==> src/rtl/fetch_stage_unit.sv <==
`timescale 1ns/1ps
`default_nettype none
// ============================================================================
// Module   : fetch_stage_unit
// Purpose  : IF front end - owns fetch PC, one-outstanding imem handshake,
//            small in-order {pc,instr} queue feeding the IF/ID register.
// Revision : 1.0
// ============================================================================
module fetch_stage_unit #(
  parameter logic [31:0] RESET_PC = 32'h0000_0000,
  parameter int          QDEPTH   = 2
) (
  input  logic        clk,
  input  logic        rst_n,
  input  logic        stall,
  input  logic        redirect_valid,
  input  logic [31:0] redirect_pc,
  output logic        imem_req,
  output logic [31:0] imem_addr,
  input  logic        imem_ready,
  input  logic        imem_rvalid,
  input  logic [31:0] imem_rdata,
  output logic        if_valid,
  output logic [31:0] if_pc,
  output logic [31:0] if_instr
);

  localparam int               PTR_W     = (QDEPTH > 1) ? $clog2(QDEPTH) : 1;
  localparam int               CNT_W     = $clog2(QDEPTH + 1);
  localparam logic [31:0]      NOP_INSTR = 32'h0000_0013;
  localparam logic [CNT_W-1:0] DEPTH_C   = CNT_W'(QDEPTH);
  localparam logic [PTR_W-1:0] LAST_PTR  = PTR_W'(QDEPTH - 1);

  typedef enum logic [1:0] {
    ST_REQ  = 2'd0,
    ST_WAIT = 2'd1,
    ST_DROP = 2'd2
  } state_t;

  state_t             state_q, state_d;
  logic [31:0]        fetch_pc_q, fetch_pc_d;
  logic [31:0]        req_pc_q, req_pc_d;
  logic [CNT_W-1:0]   count_q, count_d;
  logic [PTR_W-1:0]   head_q, head_d;
  logic [PTR_W-1:0]   tail_q, tail_d;
  logic [31:0]        q_pc_q    [QDEPTH];
  logic [31:0]        q_pc_d    [QDEPTH];
  logic [31:0]        q_instr_q [QDEPTH];
  logic [31:0]        q_instr_d [QDEPTH];

  logic               not_empty;
  logic               not_full;
  logic               handshake;
  logic               push;
  logic               pop;

  function automatic logic [PTR_W-1:0] ptr_inc(input logic [PTR_W-1:0] p);
    return (p == LAST_PTR) ? '0 : p + PTR_W'(1);
  endfunction

  assign not_empty = (count_q != '0);
  assign not_full  = (count_q < DEPTH_C);

  // Issue is gated on free space, so a returning response always has a slot.
  assign imem_req  = rst_n & (state_q == ST_REQ) & not_full & ~redirect_valid;
  assign imem_addr = fetch_pc_q;
  assign handshake = imem_req & imem_ready;

  assign push      = (state_q == ST_WAIT) & imem_rvalid & ~redirect_valid;
  assign if_valid  = not_empty & ~redirect_valid;
  assign pop       = if_valid & ~stall;

  assign if_pc     = not_empty ? q_pc_q[head_q]    : 32'h0000_0000;
  assign if_instr  = not_empty ? q_instr_q[head_q] : NOP_INSTR;

  always_comb begin
    state_d    = state_q;
    fetch_pc_d = fetch_pc_q;
    req_pc_d   = req_pc_q;
    count_d    = count_q;
    head_d     = head_q;
    tail_d     = tail_q;
    q_pc_d     = q_pc_q;
    q_instr_d  = q_instr_q;

    if (handshake) begin
      req_pc_d   = fetch_pc_q;
      fetch_pc_d = fetch_pc_q + 32'd4;
    end

    if (push) begin
      q_pc_d[tail_q]    = req_pc_q;
      q_instr_d[tail_q] = imem_rdata;
      tail_d            = ptr_inc(tail_q);
    end

    if (pop) begin
      head_d = ptr_inc(head_q);
    end

    case ({push, pop})
      2'b10:   count_d = count_q + CNT_W'(1);
      2'b01:   count_d = count_q - CNT_W'(1);
      default: count_d = count_q;
    endcase

    case (state_q)
      ST_REQ:  if (handshake)           state_d = ST_WAIT;
      ST_WAIT: if (imem_rvalid)         state_d = ST_REQ;
               else if (redirect_valid) state_d = ST_DROP;
      ST_DROP: if (imem_rvalid)         state_d = ST_REQ;
      default:                          state_d = ST_REQ;
    endcase

    // Redirect wins over everything: wrong-path entries and PC are discarded.
    if (redirect_valid) begin
      fetch_pc_d = redirect_pc & ~32'd3;
      count_d    = '0;
      head_d     = '0;
      tail_d     = '0;
    end
  end

  always_ff @(posedge clk or negedge rst_n) begin
    if (!rst_n) begin
      state_q    <= ST_REQ;
      fetch_pc_q <= RESET_PC;
      req_pc_q   <= '0;
      count_q    <= '0;
      head_q     <= '0;
      tail_q     <= '0;
      for (int i = 0; i < QDEPTH; i++) begin
        q_pc_q[i]    <= '0;
        q_instr_q[i] <= '0;
      end
    end else begin
      state_q    <= state_d;
      fetch_pc_q <= fetch_pc_d;
      req_pc_q   <= req_pc_d;
      count_q    <= count_d;
      head_q     <= head_d;
      tail_q     <= tail_d;
      q_pc_q     <= q_pc_d;
      q_instr_q  <= q_instr_d;
    end
  end

endmodule
`default_nettype wire

==> config.mk <==
export PLATFORM = sky130hd
export DESIGN_NAME = fetch_stage_unit
export DESIGN_NICKNAME = d
export VERILOG_FILES = /design/src/rtl/fetch_stage_unit.sv
export SDC_FILE = /design/constraint.sdc
export NUM_CORES = 1
export LEC_CHECK = 0
export ABC_AREA = 1
export BUFFER_PORTS_ARGS = -buffer_cell sky130_fd_sc_hd__buf_4
export CORE_MARGIN = 5
export CORE_UTILIZATION = 55
export DETAILED_ROUTE_END_ITERATION = 8
export PLACE_DENSITY = 0.79
export SYNTH_ARGS = -nofsm -noshare
export SYNTH_HDL_FRONTEND = slang
export SYNTH_SLANG_ARGS = --single-unit
==> constraint.sdc <==
create_clock -name clk -period 2.1 [get_ports clk]
set_input_delay 0.315 -clock clk [delete_from_list [all_inputs] [get_ports clk]]
set_output_delay 0.315 -clock clk [all_outputs]
set_load 0.02 [all_outputs]
==> results_dict.tcl, run 1 <==
set metrics [dict create \
    ir_drop_uv 670 \
    holdPathStages 2 \
    grt_pass1_vias 7606 \
    hold_viol 0 \
    yosysMostFrequentCell "nand2_1" \
    synth-seq-cells 190 \
    crit_buf_inv 2 \
    p_leak_nw 5.45 \
    port_buffers 161 \
    cts.clk_slew.worst_paths_ps 70 \
    fin_worst_skew_ps 10.0 \
    grt_pass1_wl_mm 36.9 \
    crit_start "head_q" \
    yosysTopAreaCellShare 0.525 \
    worst_pin_slew_ps 826 \
    gp_congestion 0.872 \
    syn_area_per_cell_um2 7.75 \
    maxCapViolCount 0 \
    gr-total-overflow 0 \
    top_level_ports 168 \
    startpoint_type "flop" \
    synth-async-reset-ratio 1.00 \
    finalNetCount 1375 \
    synth_area_leaders "dfrtp_1, nand2_1, o21ai_0" \
    path_class "flop to primary output" \
    path_cells "buf_6 -> nand2_1 -> a21oi_1 -> buf_4" \
    synth_commonest_cells "nand2_1, dfrtp_1, o21ai_0, inv_1, a21oi_1" \
    placed_area_um2 10400 \
    required_ps 1780 \
    critPathTopFamily "buffers and inverters" \
    grt_setup_unrepaired "false" \
    tns_ps 0 \
    fin_area_um2 11000 \
    synth_flop_cell "dfrtp_1" \
    yosys.cell_types.count 30 \
    r2r-end "q_pc_q[43]" \
    end_kind "primary output" \
    cts_made_buffers 17 \
    areaGrowthSynthToFinish_pct 21.5 \
    antenna_found_initial 0 \
    yosysWarnings 0 \
    cts-root-buf "clkbuf_16" \
    setup_ws_ps 91.1 \
    layout-drive-gt1-share 0.172 \
    syn_area_um2 9060 \
    rrSetupSlack_ps 380 \
    min_period_ps 2010 \
    clkSinkCount 190 \
    clk_latency_ps 430 \
    vias 7929 \
    post_cts_buffers 0 \
    fin_util 0.674 \
    tritoncts "built" \
    yosysTopAreaCell "dfrtp_1" \
    die_h_um 138 \
    core_um2 16300 \
    post_drt_wl_per_cell_um 14.5 \
    via_per_inst 5.16 \
    die_area_um2 19100 \
    cp_max_fo 45 \
    dieWidth_um 138 \
    slowest_delay_ps 400 \
    clockBufferDepth 2 \
    status "finished, final reports clean" \
    drt_iter0_drc 566 \
    initial_core_util 0.554 \
    p_per_area_nw_per_um2 1170 \
    maxSlewHeadroom 0.449 \
    syn_inst 1169 \
    max_freq_mhz 498 \
    slowest_stage "dfrtp_2" \
    dp_slack_ps 400 \
    ant_nets 0 \
    ys_seq_area_frac 0.525 \
    synth_edf_count 0 \
    critPathArrivalTime_ps 1690 \
    wl_mm 22.3 \
    std_cell_rows 47 \
    setup_viol 0 \
    insertedDiodeCount 0 \
    dp_hpwl_mm 14.4 \
    track_usage 0.230 \
    grt_max_degree 159 \
    rr_startpoint "state_q[1]" \
    h-tree-depth 4 \
    finalCritPeriodShare 0.957 \
    drc_errors 0 \
    hp-start "imem_rvalid" \
    whs_endpoint "state_q[1]" \
    hold_class "input port to flop" \
    r2r_cells 7 \
    dr.pass1.iters 5 \
    drv_slew 0 \
]
## per-stage QoR
step	hold WS, ps	power [W]	std cells
after CTS	51.5	0.0129	1535
after detailed placement	246	0.00951	1503
after global placement	242	0.00937	1503
after floorplan	19.4	0.00781	1172
after global routing	59.1	0.0137	1536
final	60.7	0.0129	1536
## final cells by class
type,instances,area (um2)
well taps,220,275
clock inverters,9,161
inverters,120,452
multi-input cells,799,3510
repair buffers,176,1400
fillers,1416,5330
clock buffers,22,454
flip-flops and latches,190,4760
## worst max-delay path by stage
stage | end | cells past startpoint
2_1_floorplan | if_instr[10] | 4
3_3_place_gp | if_pc[15] | 4
3_5_place_dp | if_pc[15] | 4
4_1_cts | if_pc[14] | 5
5_1_grt | if_instr[1] | 5
6_report | if_pc[15] | 4
## sequential cells by signal (all words and copies together), names as in the netlist
signal     flops
q_instr_q     64
q_pc_q        60
imem_addr     30
req_pc_q      30
count_q        2
state_q        2
head_q         1
tail_q         1
## kinds of logic (layout without fill, tap and decap cells)
logic type	after synthesis	after routing	share of synthesized area
xor gates and xnor gates	6	6	0.00580
AOI/OAI and AO/OA	242	242	0.134
and+or+nand+nor	546	546	0.243
adders and majority gates	1	1	0.00138
DFF	190	190	0.525
other	1	4	0.000414
buffers and inverters	183	327	0.0906
## placed cells by master (no fill, tap or decap), types with 3 or more instances in the layout
| cell type | n |
|---|---|
| o21ai_0 | 153 |
| buf_12 | 4 |
| clkbuf_1 | 4 |
| nand2_2 | 3 |
| bufinv_16 | 4 |
| nand2_4 | 3 |
| dfrtp_1 | 189 |
| nand2_1 | 433 |
| inv_2 | 3 |
| xor2_1 | 4 |
| nor2_2 | 8 |
| inv_1 | 116 |
| nand3_1 | 56 |
| a21oi_1 | 59 |
| clkbuf_16 | 18 |
| buf_4 | 168 |
| o21ai_1 | 28 |
| clkinv_4 | 3 |
| nor2_1 | 34 |
| conb_1 | 4 |
## worst register-to-register path: stages, from the launching register on
cell	delay [ps]
dfrtp_1	410
inv_1	90
nand3_2	110
nor2_2	210
nand2_4	280
buf_12	280
nand2_1	100
o21ai_0	100
## routing by layer
layer  vias to the layer above  wire length [um]  track usage
met5                         -                 0            0
met4                         0               393       0.0655
met3                        32              1530       0.0504
met2                       239             10400        0.364
met1                      3724              9980        0.323
li1                       3934                 -            -
## report_power, final
group	internal, W	leakage [nW]	switching [W]
clock network	0.00203	0.291	0.00135
registers	0.00465	2.49	0.000634
logic	0.00159	2.67	0.00265
total	0.00826	5.45	0.00464
## what timing repair did
item	in CTS	in global routing
pin swaps	0	0
gates resized for setup	1	0
hold endpoints to repair	32	0
endpoints found under the setup margin	5	7
gates cloned	0	1
hold buffers	1	0
Power figures use the tool's default switching activity.
==> inputs of run 2 (changes only) <==
--- a/config.mk
+++ b/config.mk
@@ -8,9 +8,9 @@
 export ABC_AREA = 1
 export BUFFER_PORTS_ARGS = -buffer_cell sky130_fd_sc_hd__buf_4
 export CORE_MARGIN = 5
-export CORE_UTILIZATION = 55
+export CORE_UTILIZATION = 49
 export DETAILED_ROUTE_END_ITERATION = 8
-export PLACE_DENSITY = 0.79
+export PLACE_DENSITY = 0.83
 export SYNTH_ARGS = -nofsm -noshare
 export SYNTH_HDL_FRONTEND = slang
 export SYNTH_SLANG_ARGS = --single-unit
==> constraint.sdc (replaced) <==
create_clock -name clk -period 2.04 [get_ports clk]
set_input_delay 0.306 -clock clk [delete_from_list [all_inputs] [get_ports clk]]
set_output_delay 0.306 -clock clk [all_outputs]
set_load 0.02 [all_outputs]
==> results_dict.tcl, run 2 (synthesis gave the netlist of run 1 again) <==
set metrics [dict create \
    status "finished, final reports clean" \
    worst_pin_slew_ps 985 \
    core_um2 18100 \
    fillers 1633 \
    dp_hpwl_mm 15.2 \
    clk_latency_ps 430 \
    seq_power_share 0.414 \
    grt_max_degree 191 \
    die_area_um2 21300 \
    reg_top3 "q_instr_q: 64 flops, q_pc_q: 60 flops" \
    port_buffers 161 \
    min_period_ps 1950 \
    maxSlewHeadroom 0.344 \
    multi_input_area_um2 3510 \
    tns_ps 0 \
    areaGrowthSynthToFinish_pct 21.8 \
    drt_iter0_drc 571 \
    ir_drop_uv 672 \
    fin_worst_skew_ps 11.1 \
    insertedDiodeCount 0 \
    dr.pass1.iters 5 \
    std_cell_rows 49 \
    clockBufferDepth 2 \
    tritoncts "built" \
    clock_power_share 0.255 \
    hold_viol 0 \
    layout-drive-gt1-share 0.176 \
    top_level_ports 168 \
    hold_class "input port to flop" \
    critPathArrivalTime_ps 1640 \
    finalNetCount 1374 \
    ant_nets 0 \
    antenna_found_initial 0 \
    end_kind "primary output" \
    dieWidth_um 146 \
    cp_max_fo 25 \
    regArea_um2 4760 \
    p_leak_nw 5.46 \
    grt_pass1_vias 7561 \
    initial_core_util 0.501 \
    drv_slew 0 \
    swShare 0.371 \
    cts.clk_slew.worst_paths_ps 60 \
    required_ps 1730 \
    vias 7984 \
    track_usage 0.210 \
    grt_pass1_wl_mm 37.2 \
    cts_hold_buf 0 \
    path_class "flop to primary output" \
    power_frac_comb 0.332 \
    h-tree-depth 4 \
    grt_setup_unrepaired "false" \
    die_h_um 146 \
    gr-total-overflow 0 \
    cts_made_buffers 17 \
    clkSinkCount 190 \
    startpoint_type "flop" \
    maxCapViolCount 0 \
    gp_congestion 0.857 \
    p_per_area_nw_per_um2 1190 \
    largest_register_ffs 64 \
    wl_mm 22.5 \
    finalCritPeriodShare 0.954 \
    setup_viol 0 \
    drc_errors 0 \
    final_cell_mix "nand2_1, dfrtp_1, buf_4, o21ai_0, inv_1" \
    regMostFlops "q_instr_q" \
    p_switching_w 0.00490 \
    layout_commonest_cell "nand2_1" \
    post_cts_buffers 0 \
    post_drt_wl_per_cell_um 14.6 \
    via_per_inst 5.17 \
    max_freq_mhz 514 \
    finalPower_w 0.0132 \
    p_int_w 0.00829 \
    cts-root-buf "clkbuf_16" \
]
[run 2: cell types whose count changed in the layout (fill, tap and decap cells not counted), sizes merged]
cell and delta:
clkinv +4, clkbuf -6, dlygate4sd3 -1, inv +5, clkinvlp -1, bufinv -2, buf +1
[run 2: worst paths after layout]
| check | start | slack, ps | depth (start not counted) | to |
|---|---|---|---|---|
| max | head_q | 90 | 5 | if_pc[12] |
| min | imem_rvalid | 70 | 2 | state_q[1] |
| max reg2reg | state_q[1] | 320 | 6 | q_instr_q[40] |
| min reg2reg | q_pc_q[30] | 490 | 2 | q_pc_q[30] |
| max in group asynchronous | rst_n | 1180 | 2 | head_q |
| min in group asynchronous | rst_n | 160 | 2 | count_q[1] |
[run 2: what timing repair did]
action	in CTS	in global routing
hold endpoints to repair	0	0
endpoints found under the setup margin	0	2
gates resized for setup	0	1
[run 2: worst max-delay path, cell delays in order, from the launching register on]
cell and delay, ps:
dfrtp_2 440, inv_2 110, buf_12 180, nand2_1 70
a21oi_1 230, buf_4 200
[run 2: power groups by stage]
stage	Clock [W]	Sequential, W	Combinational, W
after CTS	0.00342	0.00544	0.00442
after global routing	0.00358	0.00558	0.00487
after global placement	0	0.00545	0.00427
after floorplan	0	0.00542	0.00263
final	0.00336	0.00545	0.00438
after detailed placement	0	0.00550	0.00439
[run 2: layout make-up]
| type | instances | share of cell area |
|---|---|---|
| Inverter | 120 | 0.0409 |
| Clock inverter | 15 | 0.0163 |
| Timing Repair Buffer | 175 | 0.129 |
| Sequential cell | 190 | 0.431 |
| Clock buffer | 17 | 0.0385 |
| Multi-Input combinational cell | 799 | 0.318 |
| Tap cell | 229 | 0.0260 |
[run 2: routing by layer]
layer | up-vias | GRT usage | routed length (um)
li1 | 3932 | - | -
met1 | 3748 | 0.291 | 10200
met2 | 268 | 0.331 | 10400
met3 | 36 | 0.0511 | 1500
met4 | 0 | 0.0635 | 419
met5 | - | 0 | 0
[run 2: stage by stage]
stage / std cells / utilization / area [um2] / hold WS, ps / setup slack, ps
2_1_floorplan: 1172 / - / 9070 / 10.4 / 505
3_3_place_gp: 1513 / 0.577 / 10400 / 465 / 434
3_5_place_dp: 1513 / 0.577 / 10400 / 473 / 343
4_1_cts: 1545 / 0.610 / 11000 / 47.9 / 68.8
5_1_grt: 1545 / 0.610 / 11000 / 52.5 / 2.41
6_report: 1545 / 0.610 / 11000 / 69.4 / 93.4
==> inputs of run 3 (changes only) <==
--- a/config.mk
+++ b/config.mk
@@ -7,10 +7,12 @@
 export LEC_CHECK = 0
 export ABC_AREA = 1
 export BUFFER_PORTS_ARGS = -buffer_cell sky130_fd_sc_hd__buf_4
+export CELL_PAD_IN_SITES_DETAIL_PLACEMENT = 1
+export CELL_PAD_IN_SITES_GLOBAL_PLACEMENT = 1
 export CORE_MARGIN = 5
-export CORE_UTILIZATION = 49
+export CORE_UTILIZATION = 41
 export DETAILED_ROUTE_END_ITERATION = 8
-export PLACE_DENSITY = 0.83
+export PLACE_DENSITY = 0.91
 export SYNTH_ARGS = -nofsm -noshare
 export SYNTH_HDL_FRONTEND = slang
 export SYNTH_SLANG_ARGS = --single-unit
==> results_dict.tcl, run 3 (synthesis gave the netlist of run 1 again) <==
set metrics [dict create \
    post_drt_wl_per_cell_um 16.9 \
    clk_latency_ps 440 \
    tritoncts "built" \
    path_cells "inv_2 -> buf_12 -> nand2_1 -> a21oi_2 -> buf_4" \
    drt_iter0_drc 489 \
    violations "negative hold slack" \
    max_freq_mhz 508 \
    top_level_ports 168 \
    dp_hpwl_mm 18.2 \
    ir_drop_uv 648 \
    std_cell_rows 54 \
    maxSlewHeadroom 0.517 \
    areaGrowthSynthToFinish_pct 22.9 \
    drv_slew 0 \
    clockBufferDepth 2 \
    grt_setup_unrepaired "false" \
    slowest_stage "dfrtp_2" \
    fin_area_um2 11100 \
    dieWidth_um 159 \
    drc_errors 0 \
    regMostFlops "q_instr_q" \
    worst_pin_slew_ps 725 \
    swShare 0.383 \
    ant_nets 0 \
    cts_made_buffers 17 \
    layout_commonest_cell "nand2_1" \
    cts-root-buf "clkbuf_16" \
    min_period_ps 1970 \
    clock_power_share 0.248 \
    dr.pass1.iters 5 \
    setup_viol 0 \
    path_class "flop to primary output" \
    antenna_found_initial 0 \
    status "finished, violations left" \
    fillers 2703 \
    gp_congestion 0.914 \
    critPathArrivalTime_ps 1660 \
    final_cell_mix "nand2_1, dfrtp_1, buf_4, o21ai_0, inv_1" \
    core_um2 21800 \
    cts.clk_slew.worst_paths_ps 70 \
    reg_top3 "q_instr_q: 64 flops, q_pc_q: 60 flops" \
    tns_ps 0 \
    p_switching_w 0.00519 \
    port_buffers 161 \
    finalNetCount 1377 \
    finalCritPeriodShare 0.966 \
    placed_area_um2 10500 \
    via_per_inst 5.07 \
    p_per_area_nw_per_um2 1220 \
    die_h_um 159 \
    hold_class "input port to asynchronous set/reset pin" \
    r2r_cells 6 \
    grt_pass1_wl_mm 43.4 \
    grt_max_degree 96 \
    track_usage 0.218 \
    required_ps 1730 \
    end_kind "primary output" \
    gr-total-overflow 0 \
    maxCapViolCount 0 \
    seq_power_share 0.407 \
    p_leak_nw 5.46 \
    p_int_w 0.00836 \
    vias 8117 \
    largest_register_ffs 64 \
    fin_worst_skew_ps 8.69 \
    power_frac_comb 0.344 \
    holdWs_ps -6.16 \
    cp_max_fo 30 \
    initial_core_util 0.415 \
    slowest_delay_ps 440 \
    grt_pass1_vias 8435 \
    layout-drive-gt1-share 0.183 \
    wl_mm 27.0 \
    startpoint_type "flop" \
    h-tree-depth 4 \
    hold_viol 19 \
    clkSinkCount 190 \
    die_area_um2 25200 \
]
-- run 3: changes by cell type in the layout (fill, tap and decap cells not counted), sizes merged --
cell / change
buf: +2
clkbuf: +1
clkinv: -2
clkinvlp: +1
diode: +1
inv: +1
-- run 3: area by class of cell --
type                            instances  area (um2)  area share
Sequential cell                       190        4760       0.427
Multi-Input combinational cell        799        3540       0.318
Timing Repair Buffer                  178        1450       0.130
Inverter                              120         452      0.0406
Clock buffer                           17         425      0.0382
Tap cell                              280         350      0.0315
Clock inverter                         15         159      0.0143
Antenna cell                            1        2.50    0.000225
-- run 3: worst paths after layout --
path                       slack [ps]       endpoint   startpoint
setup / recovery                   70      if_pc[17]       head_q
hold / removal                     -6     q_pc_q[47]        rst_n
setup reg to reg                  320  q_instr_q[36]   state_q[1]
hold reg to reg                   490     q_pc_q[24]   q_pc_q[24]
max in group asynchronous        1490         head_q        rst_n
min in group clk                   50     state_q[1]  imem_rvalid
-- run 3: worst max-delay path, delay by kind of cell (launching register included) --
kind	cells	cell delay [ps]
buffers and inverters	3	480
flip-flops	1	440
AO/OA/AOI/OAI	1	200
AND/OR/NAND/NOR	1	100
-- run 3: what timing repair did --
action / in CTS / in global routing
buffers inserted: 0 / 1
pin swaps: 0 / 1
hold endpoints to repair: 0 / 0
endpoints found under the setup margin: 23 / 32
gates resized for setup: 4 / 10
hold buffers: 0 / 0
cloned: 0 / 1
-- run 3: power by group through the flow --
stage | registers [W] | clock network, W | logic, W
2_1_floorplan | 0.00542 | 0 | 0.00263
3_3_place_gp | 0.00547 | 0 | 0.00430
3_5_place_dp | 0.00554 | 0 | 0.00448
4_1_cts | 0.00551 | 0.00343 | 0.00457
5_1_grt | 0.00563 | 0.00358 | 0.00517
6_report | 0.00552 | 0.00336 | 0.00467
-- run 3: metrics by stage --
step	power (W)	cells	util	setup WS, ps
floorplan	0.00804	1172	-	505
global placement	0.00977	1565	0.479	408
detailed placement	0.0100	1565	0.479	330
CTS	0.0135	1597	0.507	4.99
global route	0.0144	1599	0.510	0.175
finish	0.0135	1600	0.510	70.1
-- run 3: layer usage --
layer / GRT usage / up-vias / wire [um]
li1: - / 3950 / -
met1: 0.287 / 3953 / 11900
met2: 0.374 / 188 / 13500
met3: 0.0397 / 26 / 1360
met4: 0.0504 / 0 / 287
met5: 0 / - / 0
